## src/rtl/static_vga_controller_if.sv

```systemverilog
// Raster output bundle of the static VGA controller: visible pixel
// coordinate and active-low sync pulses. The timing generator drives it
// through the master modport. A pixel source reads it through the slave
// modport.
// The optional visible flag exists only when STATIC_VGA_VISIBLE_EN is defined.
interface static_vga_controller_if #(
  parameter int LineAddressWidth   = 9,
  parameter int ColumnAddressWidth = 10
);
  logic [LineAddressWidth-1:0]   line;
  logic [ColumnAddressWidth-1:0] column;
  logic                          verticalSync;
  logic                          horizontalSync;
`ifdef STATIC_VGA_VISIBLE_EN
  logic                          visible;

  modport master (output line, column, verticalSync, horizontalSync, visible);
  modport slave  (input  line, column, verticalSync, horizontalSync, visible);
`else
  modport master (output line, column, verticalSync, horizontalSync);
  modport slave  (input  line, column, verticalSync, horizontalSync);
`endif
endinterface

```

## src/rtl/static_vga_controller.sv

```systemverilog
// Free-running VGA raster timing generator. The default timing is 640x480@60.
// A horizontal counter runs over every clock of a line. A vertical counter
// steps once per line. All outputs are registered from the next counter
// values, so they line up with the counters with no skew.
// Optional feature macro: STATIC_VGA_VISIBLE_EN adds the registered
// active-area flag "visible".
module static_vga_controller #(
  parameter int Width              = 640,
  parameter int Height             = 480,
  parameter int LineAddressWidth   = 9,
  parameter int ColumnAddressWidth = 10,
  parameter int HFrontPorch        = 16,
  parameter int HSyncPulse         = 96,
  parameter int HBackPorch         = 48,
  parameter int VFrontPorch        = 10,
  parameter int VSyncPulse         = 2,
  parameter int VBackPorch         = 33
) (
  input  logic                    clk,
  input  logic                    rst,
  static_vga_controller_if.master vga
);

  localparam int HTotal = Width + HFrontPorch + HSyncPulse + HBackPorch;
  localparam int VTotal = Height + VFrontPorch + VSyncPulse + VBackPorch;
  localparam int HW     = $clog2(HTotal);
  localparam int VW     = $clog2(VTotal);

  localparam logic [HW-1:0] HLast      = HW'(HTotal - 1);
  localparam logic [HW-1:0] HVisEnd    = HW'(Width);
  localparam logic [HW-1:0] HSyncStart = HW'(Width + HFrontPorch);
  localparam logic [HW-1:0] HSyncEnd   = HW'(Width + HFrontPorch + HSyncPulse);
  localparam logic [VW-1:0] VLast      = VW'(VTotal - 1);
  localparam logic [VW-1:0] VVisEnd    = VW'(Height);
  localparam logic [VW-1:0] VSyncStart = VW'(Height + VFrontPorch);
  localparam logic [VW-1:0] VSyncEnd   = VW'(Height + VFrontPorch + VSyncPulse);

  logic [HW-1:0]                 hcnt_q, hcnt_d;
  logic [VW-1:0]                 vcnt_q, vcnt_d;
  logic [LineAddressWidth-1:0]   line_q, line_d;
  logic [ColumnAddressWidth-1:0] column_q, column_d;
  logic                          hsync_q, hsync_d;
  logic                          vsync_q, vsync_d;
  logic                          active_d;

  // Next raster position, and the outputs that belong to that position.
  always_comb begin
    hcnt_d = (hcnt_q == HLast) ? '0 : hcnt_q + 1'b1;
    vcnt_d = vcnt_q;
    if (hcnt_q == HLast) begin
      vcnt_d = (vcnt_q == VLast) ? '0 : vcnt_q + 1'b1;
    end
    active_d = (hcnt_d < HVisEnd) && (vcnt_d < VVisEnd);
    column_d = active_d ? ColumnAddressWidth'(hcnt_d) : '0;
    line_d   = active_d ? LineAddressWidth'(vcnt_d) : '0;
    // The vertical pulse covers every clock of its lines, including horizontal blanking.
    hsync_d  = !((hcnt_d >= HSyncStart) && (hcnt_d < HSyncEnd));
    vsync_d  = !((vcnt_d >= VSyncStart) && (vcnt_d < VSyncEnd));
  end

  // Counter and output registers. Reset parks the raster at (0,0) with the syncs idle.
  always_ff @(posedge clk or posedge rst) begin
    if (rst) begin
      hcnt_q   <= '0;
      vcnt_q   <= '0;
      line_q   <= '0;
      column_q <= '0;
      hsync_q  <= 1'b1;
      vsync_q  <= 1'b1;
    end else begin
      hcnt_q   <= hcnt_d;
      vcnt_q   <= vcnt_d;
      line_q   <= line_d;
      column_q <= column_d;
      hsync_q  <= hsync_d;
      vsync_q  <= vsync_d;
    end
  end

  assign vga.line           = line_q;
  assign vga.column         = column_q;
  assign vga.horizontalSync = hsync_q;
  assign vga.verticalSync   = vsync_q;

`ifdef STATIC_VGA_VISIBLE_EN
  logic visible_q;

  // Active-area flag, registered alongside line/column. Reset value is 1 because (0,0) is visible.
  always_ff @(posedge clk or posedge rst) begin
    if (rst) begin
      visible_q <= 1'b1;
    end else begin
      visible_q <= active_d;
    end
  end

  assign vga.visible = visible_q;
`endif

endmodule

```

## src/flat_wrapper.sv

```systemverilog
// flat-port wrapper written by rule: the top's interface ports become plain ports
module static_vga_controller_flat 
#(
  parameter int Width              = 640,
  parameter int Height             = 480,
  parameter int LineAddressWidth   = 9,
  parameter int ColumnAddressWidth = 10,
  parameter int HFrontPorch        = 16,
  parameter int HSyncPulse         = 96,
  parameter int HBackPorch         = 48,
  parameter int VFrontPorch        = 10,
  parameter int VSyncPulse         = 2,
  parameter int VBackPorch         = 33
)
  (clk, rst, vga_line, vga_column, vga_verticalSync, vga_horizontalSync);
  static_vga_controller_if #(.LineAddressWidth(LineAddressWidth), .ColumnAddressWidth(ColumnAddressWidth)) vga_i ();
  input  logic clk;
  input  logic rst;
  output wire logic [$bits(vga_i.line)-1:0] vga_line;
  output wire logic [$bits(vga_i.column)-1:0] vga_column;
  output wire logic [$bits(vga_i.verticalSync)-1:0] vga_verticalSync;
  output wire logic [$bits(vga_i.horizontalSync)-1:0] vga_horizontalSync;
  assign vga_line = vga_i.line;
  assign vga_column = vga_i.column;
  assign vga_verticalSync = vga_i.verticalSync;
  assign vga_horizontalSync = vga_i.horizontalSync;
  static_vga_controller #(.Width(Width), .Height(Height), .LineAddressWidth(LineAddressWidth), .ColumnAddressWidth(ColumnAddressWidth), .HFrontPorch(HFrontPorch), .HSyncPulse(HSyncPulse), .HBackPorch(HBackPorch), .VFrontPorch(VFrontPorch), .VSyncPulse(VSyncPulse), .VBackPorch(VBackPorch)) u_core (.clk(clk), .rst(rst), .vga(vga_i));
endmodule
```

## config.mk

```make
export PLATFORM = sky130hd
export DESIGN_NAME = static_vga_controller_flat
export DESIGN_NICKNAME = d
export VERILOG_FILES = /design/src/rtl/static_vga_controller_if.sv /design/src/rtl/static_vga_controller.sv /design/src/flat_wrapper.sv
export SDC_FILE = /design/constraint.sdc
export NUM_CORES = 1
export LEC_CHECK = 0
export BUFFER_PORTS_ARGS = -buffer_cell sky130_fd_sc_hd__buf_2
export CAP_MARGIN = 20
export CORE_ASPECT_RATIO = 1.25
export CORE_MARGIN = 2
export CORE_UTILIZATION = 40
export DETAILED_ROUTE_END_ITERATION = 8
export GPL_TIMING_DRIVEN = 0
export SYNTH_ARGS = -nofsm -noshare
export SYNTH_HDL_FRONTEND = slang
export SYNTH_SLANG_ARGS = --single-unit
```

## constraint.sdc

```tcl
create_clock -name clk -period 3.7 [get_ports clk]
set_input_delay 0 -clock clk [delete_from_list [all_inputs] [get_ports clk]]
set_output_delay 0 -clock clk [all_outputs]
set_load 0.05 [all_outputs]
```

======== After elaboration in Yosys (flattened, before gate mapping) ========
Cells that the tools add are included.
storage, ports and cells
  bits in registers ....................... 41
  latch bits .............................. 0
  bits in writable memories ............... 0
  ROM bits ................................ 0
  input port bits ......................... 2
  logic and storage cells ................. 26
  memories ................................ 0
cells by class
  add/sub/neg operators ................... 2
  $mul .................................... 0
  divide/modulo/power cells ............... 0
  order comparisons ....................... 6
  equality and inequality tests ........... 2
  shifts and indexed selects .............. 0
  muxes and demuxes ....................... 5
  bitwise logic cells ..................... 0
  reductions and logical operators ........ 5
operators by type and width
  kind                                                                                   number
  10-bit two-way mux                                                                     4
  10-bit by 1-bit adder with 10-bit output (second input constant)                       2
  10-bit equality test (second input constant)                                           2
  10-bit < comparator (second input constant)                                            2
  10-bit by 9-bit < comparator with 1-bit output (second input constant)                 2
  10-bit greater-or-equal comparator (second input constant)                             1
  10-bit by 9-bit greater-or-equal comparator with 1-bit output (second input constant)  1
  9-bit two-way mux                                                                      1
  1-bit logical AND                                                                      3
  1-bit zero test                                                                        2

======== Logic depth before layout (Yosys ltp) ========
  depth in word-level cells ............... 6
  gate-level depth with buffers ........... 8

======== Least setup slack after synthesis ========
Ideal clock, no wire load.
  path type ............................... reg2reg
  from .................................... register u_core.hcnt_q[5]
  to ...................................... register u_core.column_q[5] (netlist: u_core.vga.column[5])
  library setup time ...................... 0.127 ns
  data arrival time ....................... 2.157 ns
  required time ........................... 3.573 ns
  slack ................................... 1.415 ns
  stages on the path, launching flop included .. 9
  path buffers ............................ 3
  path through ............................ dfrtp_1 -> buf_6 -> or3_1 -> buf_2 -> nor4_1 -> mux2_2 -> nor3_4 -> buf_6 -> nor4b_2
on the way
  longest elaborated chain between the ends .. 5
  elaborated cells between the ends (all ways) .. 8
RTL lines
  element                                                                                RTL line                                                  source
  start: declaration                                                                     static_vga_controller.sv:38                               logic [HW-1:0] hcnt_q, hcnt_d;
  start signal: assignment                                                               static_vga_controller.sv:71                               hcnt_q <= hcnt_d;
  10-bit by 1-bit adder with 10-bit output or 10-bit equality test (tied branches)       static_vga_controller.sv:48, static_vga_controller.sv:50
  10-bit two-way mux (on tied branches)                                                  static_vga_controller.sv:48, static_vga_controller.sv:50
  10-bit < comparator or 10-bit by 9-bit < comparator with 1-bit output (tied branches)  static_vga_controller.sv:53                               active_d = (hcnt_d < HVisEnd) && (vcnt_d < VVisEnd);
  1-bit logical AND                                                                      static_vga_controller.sv:53
  10-bit two-way mux *                                                                   static_vga_controller.sv:54                               column_d = active_d ? ColumnAddressWidth'(hcnt_d) : '0;
  via u_core.column_d[5]                                                                 static_vga_controller.sv:41                               logic [ColumnAddressWidth-1:0] column_q, column_d;
  end signal: assignment                                                                 static_vga_controller.sv:74                               column_q <= column_d;
  end: declaration                                                                       static_vga_controller.sv:41
Mark *: on every way through the listed nets, which the timed path passes. The rest lies on a longest branch.

======== Worst setup path in the final report ========
  from .................................... register u_core.hcnt_q[0]
  to ...................................... register u_core.column_q[5] (netlist: u_core.vga.column[5])
Same word-level chain as after synthesis.

==> qor.yml <==
placement:
  place_area_mm2: 0.00229
  dp_slack_ns: 1.06
  portBuffers: 22
  dp_hpwl_mm: 3.06
  routabilityCongestion: 0.882
detailed_routing:
  vias: 1537
  firstDrtPassIters: 4
  antenna_left: 0
  remaining_drc_errors: 0
  vias_per_cell: 5.49
  routed_wirelength_mm: 4.28
  wl_per_cell_um: 15.3
  initialDrtViolationCount: 47
global_routing:
  grt_pass1_wl_mm: 7.13
  grt_max_degree: 42
  met3_usage_pct: 3.98
  gr-usage-met2_pct: 25.4
  overflow: 0
  grt_pass1_vias: 1439
  grt-busiest-layer: "met2"
  antenna_found_initial: 0
  grt_usage_pct: 16.5
  grt_use_met1_pct: 21.6
yosys:
  synth-edff-count: 0
  yosysSeqAreaShare_pct: 48.8
  ys_async_sr_fraction_pct: 100
  synthFlopType: "dfrtp_1"
  synth_xor_area_share_pct: 4.93
  ys_seq_elements: 41
  synthMuxAreaShare_pct: 0.535
  synth_nets: 192
  yosys.area_share.simple_pct: 28.3
  synth_fa_ha_area_share_pct: 1.78
  yosysUniqueCellTypes: 53
  syn_area_mm2: 0.00211
  syn_avg_cell_area_um2: 11.3
  synth_compound_area_share_pct: 9.86
  syn_inst: 187
  synth_warnings: 0
  synth_top_family_by_area: "simple AND/OR/NAND/NOR gates"
clock_tree:
  cts-root-buf: "clkbuf_8"
  cts_made_buffers: 5
  h-tree-depth: 2
  clkTransAtPathRegs_ns: 0.08
  cts_tree: "yes"
  cts_resized: 0
  clk-insertion-delay-late_ns: 0.30
  cts_num_sinks: 41
  post_cts_buffers: 0
  cts_hold_buf: 1
  clock_path_buffers: 2
sta:
  setup_violations: 0
  max_freq_ghz: 0.378
  slew_headroom_pct: 43.7
  hold_violations: 0
  grt_setup_unrepaired: "no"
  skew_ns: 0.00844
  finalCritPeriodShare_pct: 71.6
  finalWorstSetupSlack_ns: 1.05
  tightest_slew_ns: 0.844
  tns_ns: 0
  maxSlewViolCount: 0
  fin_crit_ns: 2.65
final_layout:
  nNetsFinal: 222
  diodes: 0
  n_fill_cell: 497
  syn2layout_area_growth_pct: 14.9
  drive_gt1_share_pct: 28.9
  stdcell_area_mm2: 0.00242
setup_path:
  r2r_start: "u_core.hcnt_q[0]"
  slowest_delay_ns: 0.46
  critPathCaptureType: "register"
  crit_slowest_cell: "nor3_4"
  crit_family: "simple AND/OR/NAND/NOR gates"
  worstPathMaxFanout: 10
  path_class: "register to register"
  timing.rr.end: "u_core.vga.column[5]"
  cp_data_required_time_ns: 3.88
  startpoint_type: "register"
  r2r_slack_ns: 1.05
  worst_ep_arrival_time_ns: 2.83
  cp.buffers_inverters: 2
  path_cells: "ha_1 -> nand4_1 -> buf_2 -> nor4_1 -> xnor2_1 -> nor3_4 -> buf_6 -> nor4b_2"
  reg2reg_depth: 8
outcome:
  status: "finished, final reports clean"
die:
  fp.dieW_um: 68.9
  fp-row-count: 29
  die_h_um: 85.1
  ios: 23
  start_util_pct: 41.5
  dieArea_mm2: 0.00586
  core_area_mm2: 0.00508
pwr:
  finalPower_mw: 0.819
  total_leakage_power_nw: 1.10
  vdd_drop_max_mv: 0.186
  power_density_mw_per_mm2: 339
hold_path:
  worstHoldPathType: "input port to asynchronous set/reset pin"
run:
  maxCapViolations: 0
## cells by family after synthesis
family,Yosys count
AO/OA/AOI/OAI,26
buffers and inverters,24
flip-flops,41
XOR/XNOR,11
AND/OR/NAND/NOR,81
multiplexers,1
adder cells (fa/ha/maj),3
## layer usage
metal | wire length [um] | share of wire, % | vias to the layer above
li1 | - | - | 752
met1 | 1940 | 45 | 747
met2 | 2050 | 48 | 28
met3 | 162 | 3.8 | 10
met4 | 129 | 3.0 | 0
met5 | 0 | 0 | -
## metrics by stage
step | hold WS [ns] | cells | util, %
floorplan | 0.229 | 187 | -
global placement | 0.515 | 271 | 45.1
detailed placement | 0.226 | 271 | 45.1
CTS | 0.442 | 280 | 47.6
global route | 0.513 | 280 | 47.6
finish | 0.419 | 280 | 47.6
## worst max path at each step
stage,depth (start not counted),startpoint,to
global route,8,u_core.hcnt_q[0],u_core.vga.column[7]
floorplan,8,u_core.hcnt_q[5],u_core.vga.column[5]
detailed placement,7,u_core.hcnt_q[0],u_core.vga.line[8]
finish,8,u_core.hcnt_q[0],u_core.vga.column[5]
CTS,7,u_core.hcnt_q[0],u_core.vga.line[8]
global placement,8,u_core.hcnt_q[0],u_core.vga.column[5]
## area by class of cell
class | instances | area (um2) | area share [%]
plain buffers | 11 | 72.6 | 3.00
inverters | 13 | 48.8 | 2.02
flip-flops and latches | 41 | 1030 | 42.5
clock buffers | 5 | 68.8 | 2.85
multi-input cells | 122 | 956 | 39.5
repair buffers | 23 | 120 | 4.97
well taps | 62 | 77.6 | 3.21
clock inverters | 3 | 46.3 | 1.91
## layout by cell type (no fill, tap or decap), types with 6 or more instances in the layout
master / n
dfrtp_1: 39
buf_2: 29
inv_1: 12
nand2_1: 10
nor2_1: 9
nor4_2: 9
xnor2_1: 8
nor3_1: 7
nand3_1: 7
nor4b_1: 6
## flip-flops by register name, indices dropped and copies added (netlist names)
name	flops
u_core.hcnt_q	10
u_core.vcnt_q	10
u_core.vga.column	10
u_core.vga.horizontalSync	1
u_core.vga.line	9
u_core.vga.verticalSync	1
## cells in the mapped netlist, types with 3 or more instances
cell	count	share of area (%)
ha_1	3	1.8
nor3_1	7	1.7
nor4_2	9	5.3
nand4_1	5	1.5
buf_6	3	1.6
nor2_1	9	1.6
dfrtp_1	39	46
inv_1	13	2.3
nor4b_1	6	2.5
o31a_1	3	1.2
nand2_1	10	1.8
nor4_1	4	1.2
nand3_1	7	1.7
buf_2	7	1.7
o21ai_0	3	0.71
nand2b_1	4	1.2
xnor2_1	8	3.3
or3_1	3	0.89
## worst min-delay path, cell delays in order
cell,delay (ns)
dlygate4sd3_1,0.53
buf_2,0.12
inv_2,0.60
## report_power, final
group          switching (mW)  total [mW]  internal (mW)
combinational         0.00855     0.00970        0.00115
sequential                  0       0.448          0.448
clock                   0.160       0.362          0.202
total                   0.168       0.819          0.651
No activity file was read; power rests on OpenSTA's default activity.
